$ cat config.mk
export PLATFORM = sky130hd
export DESIGN_NAME = cr_bcd_field
export DESIGN_NICKNAME = d
export VERILOG_FILES = /design/src/rtl/cr_pkg.sv /design/src/rtl/cr_bcd_field_step.sv /design/src/rtl/cr_bcd_field.sv
export SDC_FILE = /design/constraint.sdc
export NUM_CORES = 1
export LEC_CHECK = 0
export CAP_MARGIN = 15
export CORE_MARGIN = 1.5
export CORE_UTILIZATION = 25
export CTS_CLUSTER_SIZE = 30
export DETAILED_ROUTE_END_ITERATION = 8
export GPL_ROUTABILITY_DRIVEN = 0
export PLACE_DENSITY = 0.46
export SYNTH_ARGS = -nofsm -noshare
export SYNTH_HDL_FRONTEND = slang
export SYNTH_SLANG_ARGS = --single-unit
export TNS_END_PERCENT = 20
$ cat constraint.sdc
create_clock -name clk -period 6.5 [get_ports clk]
set_input_delay 1.3 -clock clk [delete_from_list [all_inputs] [get_ports clk]]
set_output_delay 1.3 -clock clk [all_outputs]
set_load 0.01 [all_outputs]
$ cat src/rtl/cr_pkg.sv
// Shared BCD time-field definitions for the chronometer path.
package cr_pkg;

  typedef logic [7:0] bcd_t;

  localparam bcd_t SEG_MAX = 8'h59;
  localparam bcd_t MIN_MAX = 8'h59;
  localparam bcd_t HR_MAX  = 8'h23;
  localparam bcd_t DAY_MAX = 8'h31;
  localparam bcd_t DAY_MIN = 8'h01;

  // Both nibbles must be decimal digits.
  function automatic logic bcd_valid(input bcd_t v);
    return (v[7:4] <= 4'h9) && (v[3:0] <= 4'h9);
  endfunction

endpackage

$ cat src/rtl/cr_bcd_field_step.sv
// Combinational BCD +/-1 with wrap between min_val and max_val.
module bcd_step
  import cr_pkg::*;
(
  input  bcd_t value,
  input  logic dir,
  input  bcd_t min_val,
  input  bcd_t max_val,
  output bcd_t next_val,
  output logic wrap
);

  // For valid BCD operands a binary compare equals the decimal compare.
  always_comb begin
    next_val = min_val;
    wrap     = 1'b0;
    if (!bcd_valid(value) || (value < min_val) || (value > max_val)) begin
      next_val = min_val;
      wrap     = 1'b0;
    end else if (dir == 1'b0) begin
      wrap = (value == max_val);
      if (value == max_val) begin
        next_val = min_val;
      end else if (value[3:0] == 4'h9) begin
        next_val = {value[7:4] + 4'h1, 4'h0};
      end else begin
        next_val = {value[7:4], value[3:0] + 4'h1};
      end
    end else begin
      wrap = (value == min_val);
      if (value == min_val) begin
        next_val = max_val;
      end else if (value[3:0] == 4'h0) begin
        next_val = {value[7:4] - 4'h1, 4'h9};
      end else begin
        next_val = {value[7:4], value[3:0] - 4'h1};
      end
    end
  end

endmodule

$ cat src/rtl/cr_bcd_field.sv
// Two-digit BCD time field: load, edit, tick counting and a zero-latency
// carry so fields can be rippled into a full chronometer chain.
module cr_bcd_field
  import cr_pkg::*;
#(
  parameter bcd_t MAX_VAL = 8'h59,
  parameter bcd_t MIN_VAL = 8'h00,
  parameter bcd_t RST_VAL = 8'h00
) (
  input  logic       clk,
  input  logic       reset,
  input  logic [7:0] din,
  input  logic       load,
  input  logic       inc,
  input  logic       dec,
  input  logic       tick,
  input  logic       dir,
  input  logic       hold,
  output logic [7:0] dato,
  output logic       carry,
  output logic       at_min,
  output logic       load_err
);

  logic edit_s;
  logic step_dir_s;
  bcd_t step_val_s;
  logic step_wrap_s;
  logic load_ok_s;
  bcd_t next_s;
  logic err_s;

  assign edit_s     = inc | dec;
  // Edits and ticks share one stepper; an edit picks its own direction.
  assign step_dir_s = edit_s ? dec : dir;
  assign load_ok_s  = bcd_valid(din) && (din >= MIN_VAL) && (din <= MAX_VAL);

  bcd_step u_step (
    .value    (dato),
    .dir      (step_dir_s),
    .min_val  (MIN_VAL),
    .max_val  (MAX_VAL),
    .next_val (step_val_s),
    .wrap     (step_wrap_s)
  );

  assign carry = tick & ~hold & ~reset & ~load & ~inc & ~dec & step_wrap_s;

  // Next-value selection: load > edit > tick.
  always_comb begin
    next_s = dato;
    err_s  = 1'b0;
    if (load) begin
      if (load_ok_s) begin
        next_s = din;
      end else begin
        err_s = 1'b1;
      end
    end else if (edit_s) begin
      if (inc && dec) begin
        next_s = dato;
      end else begin
        next_s = step_val_s;
      end
    end else if (tick && !hold) begin
      next_s = step_val_s;
    end else begin
      next_s = dato;
    end
  end

  // Field state and registered status flags.
  always_ff @(posedge clk) begin
    if (reset) begin
      dato     <= RST_VAL;
      load_err <= 1'b0;
      at_min   <= (RST_VAL == MIN_VAL);
    end else begin
      dato     <= next_s;
      load_err <= err_s;
      at_min   <= (next_s == MIN_VAL);
    end
  end

endmodule

==> flow_metrics.env <==
export IMPL_die_w_microns=66.8
export IMPL_synth_xor_area_share_pct=0
export IMPL_detail_route_vias_per_cell=5.50
export IMPL_synthMuxAreaShare_pct=0
export IMPL_synth_fp_nets=154
export IMPL_total_power_mw=0.255
export IMPL_place_hpwl_microns=2430
export IMPL_drive_above_1_share_pct=7.59
export IMPL_clk_latency_ns=0.24
export IMPL_rows=23
export IMPL_synthAdderAreaFrac_pct=3.69
export IMPL_path_buf_inv=2
export IMPL_numClockSinks=10
export IMPL_worst_pin_slew_ns=0.639
export IMPL_leakage_nw=0.459
export IMPL_antenna_left=0
export IMPL_setup_viol=0
export IMPL_synthSimpleGateAreaFrac_pct=33.8
export IMPL_grt_overflow_total=0
export IMPL_arrival_ns=3.61
export IMPL_syn_inst=135
export IMPL_postSynthAreaPerCell_sq_um=7.54
export IMPL_io_pins=27
export IMPL_slowest_delay_ns=0.54
export IMPL_wl_microns=3100
export IMPL_synth_edff_count=0
export IMPL_rsz0062_at_grt="false"
export IMPL_crit_chain="clkdlybuf4s50_1 -> nor2b_1 -> nor2_1 -> o21ai_0 -> and4b_1 -> clkdlybuf4s50_1"
export IMPL_max_freq_mhz=204
export IMPL_cts_inserted_buffers=3
export IMPL_maxSlewHeadroom_pct=57.3
export IMPL_drcViolationCount=0
export IMPL_cp_top_family="buffers and inverters"
export IMPL_port_buffers=26
export IMPL_nets=178
export IMPL_via_count=1143
export IMPL_worst_clock_skew_ns=0.00125
export IMPL_grt_total_usage_pct=14.9
export IMPL_crit_top_cell="clkdlybuf4s50_1"
export IMPL_finalSetupTns_ns=0
export IMPL_synth_compound_area_share_pct=36.9
export IMPL_grt_max_degree=16
export IMPL_async_reset_ff_share_pct=0
export IMPL_area_growth_pct=33.3
export IMPL_ys_warn_count=0
export IMPL_ys_top_cells_by_area="dfxtp_1, nor2_1, a21oi_1"
export IMPL_ir_drop_mv=0.0714
export IMPL_seq_area_frac_synth_pct=19.7
export IMPL_cts_resized=0
export IMPL_hold_viol=0
export IMPL_yosysTopAreaCellShare_pct=19.7
export IMPL_critPathSlowestCell="nor2b_1"
export IMPL_grt_pass1_vias=1085
export IMPL_cts_tree="yes"
export IMPL_whs_ns=0.726
export IMPL_yosysUniqueCellTypes=49
export IMPL_required_ns=5.20
export IMPL_postCtsHoldBufs=0
export IMPL_syn_cell_area_sq_mm=0.00102
export IMPL_critPathKind="primary input to output pin"
export IMPL_most_common_layout_cells="clkdlybuf4s50_1, nor2_1, nand2_1, a21oi_1, dfxtp_1"
export IMPL_synth_area_leader_cell="dfxtp_1"
export IMPL_start_util_pct=25.6
export IMPL_drv_slew=0
export IMPL_min_period_ns=4.91
export IMPL_dr_pass1_iters=6
export IMPL_core_area_sq_mm=0.00397
export IMPL_finalCritPeriodShare_pct=75.6
export IMPL_dp_cells=204
export IMPL_wire_per_inst_microns=14.9
export IMPL_fp_dieH_microns=66.8
export IMPL_cts_buffer_depth=2
export IMPL_crit_fanout=11
export IMPL_grt_first_pass_wirelength_microns=5060
export IMPL_final_common_cell="clkdlybuf4s50_1"
export IMPL_synth_top_family_by_area="compound AO/OA/AOI/OAI gates"
export IMPL_cp_start_kind="primary input"
export IMPL_status="finished, final reports clean"
export IMPL_power_density_mw_per_mm2=188
export IMPL_fin_cells=208
export IMPL_path_clk_slew_ns=0.05
export IMPL_dieArea_sq_mm=0.00447
export IMPL_cts_setup_buffers=0
export IMPL_cap_violations=0
export IMPL_synth_ff_type="dfxtp_1"
export IMPL_cp_end_kind="output pin"
export IMPL_min_path_type="register to register"
export IMPL_cts_root_buf="clkbuf_8"
export IMPL_antenna_found_initial=0
export IMPL_drtIter0Drc=102
export IMPL_num_antenna_cells=0
export IMPL_cts_htree_levels=1
export IMPL_ys_ff_latch=10
-- Yosys cell counts, types with 4 or more instances --
cell type / instances
clkbuf_1: 4
and3_1: 5
o211ai_1: 4
dfxtp_1: 10
nor2_1: 14
nand3_1: 4
nand2_1: 11
a21oi_1: 10
o31ai_1: 5
inv_1: 6
a22oi_1: 5
nor3_1: 5
-- worst register-to-register path, stage by stage, from the launching register on --
cell and delay (ns):
dfxtp_1 0.51, inv_1 0.13, ha_1 0.24, and3_1 0.19
a221oi_1 0.26, o21ai_1 0.23, a211oi_1 0.35, a221oi_1 0.11
and3_1 0.19, a41o_1 0.23
-- path summary, 6_finish.rpt --
| kind | from | to | slack (ns) | depth (start not counted) |
|---|---|---|---|---|
| max | inc | carry | 1.59 | 6 |
| max reg2reg | dato[5] | at_min | 3.96 | 9 |
| min | dato[5] | dato[5] | 0.73 | 2 |
| min reg2reg | dato[5] | dato[5] | 0.73 | 2 |
-- metal layers --
metal / global-route usage (%) / wire (microns)
met5: 0 / 0
met4: 4.59 / 22
met3: 1.86 / 144
met2: 26.0 / 1500
met1: 19.1 / 1440
-- final cells by class --
cell class / count / area [sq um]
inverters: 6 / 22.5
multi-input cells: 112 / 757
well taps: 50 / 62.6
fillers: 424 / 2610
flip-flops and latches: 10 / 200
clock buffers: 4 / 55.1
repair buffers: 26 / 260
-- cell families (layout without fill, tap and decap cells) --
kind of cell | count (synthesis) | in the layout
simple gates | 60 | 60
compound gates | 49 | 49
buf+inv | 13 | 36
flops | 10 | 10
fa+ha+maj | 3 | 3
-- power breakdown --
part	total (mW)	internal [mW]	switching (mW)	leakage [nW]
combinational	0.0960	0.0464	0.0496	0.348
clock	0.0789	0.0533	0.0256	0.0288
sequential	0.0803	0.0670	0.0133	0.0822
total	0.255	0.167	0.0885	0.459
-- through the flow --
stage	utilization (%)	area [sq um]	setup slack, ns
2_1_floorplan	-	1020	2.94
6_report	34.2	1360	1.59
3_5_place_dp	32.8	1300	1.66
5_1_grt	34.2	1360	1.40
4_1_cts	34.2	1360	1.65
3_3_place_gp	32.8	1300	1.73
-- state kept, by name (all words and copies together), names as in the netlist --
| name | count |
|---|---|
| dato | 8 |
| at_min | 1 |
| load_err | 1 |
Note: power is estimated with default switching activity, not from simulation.
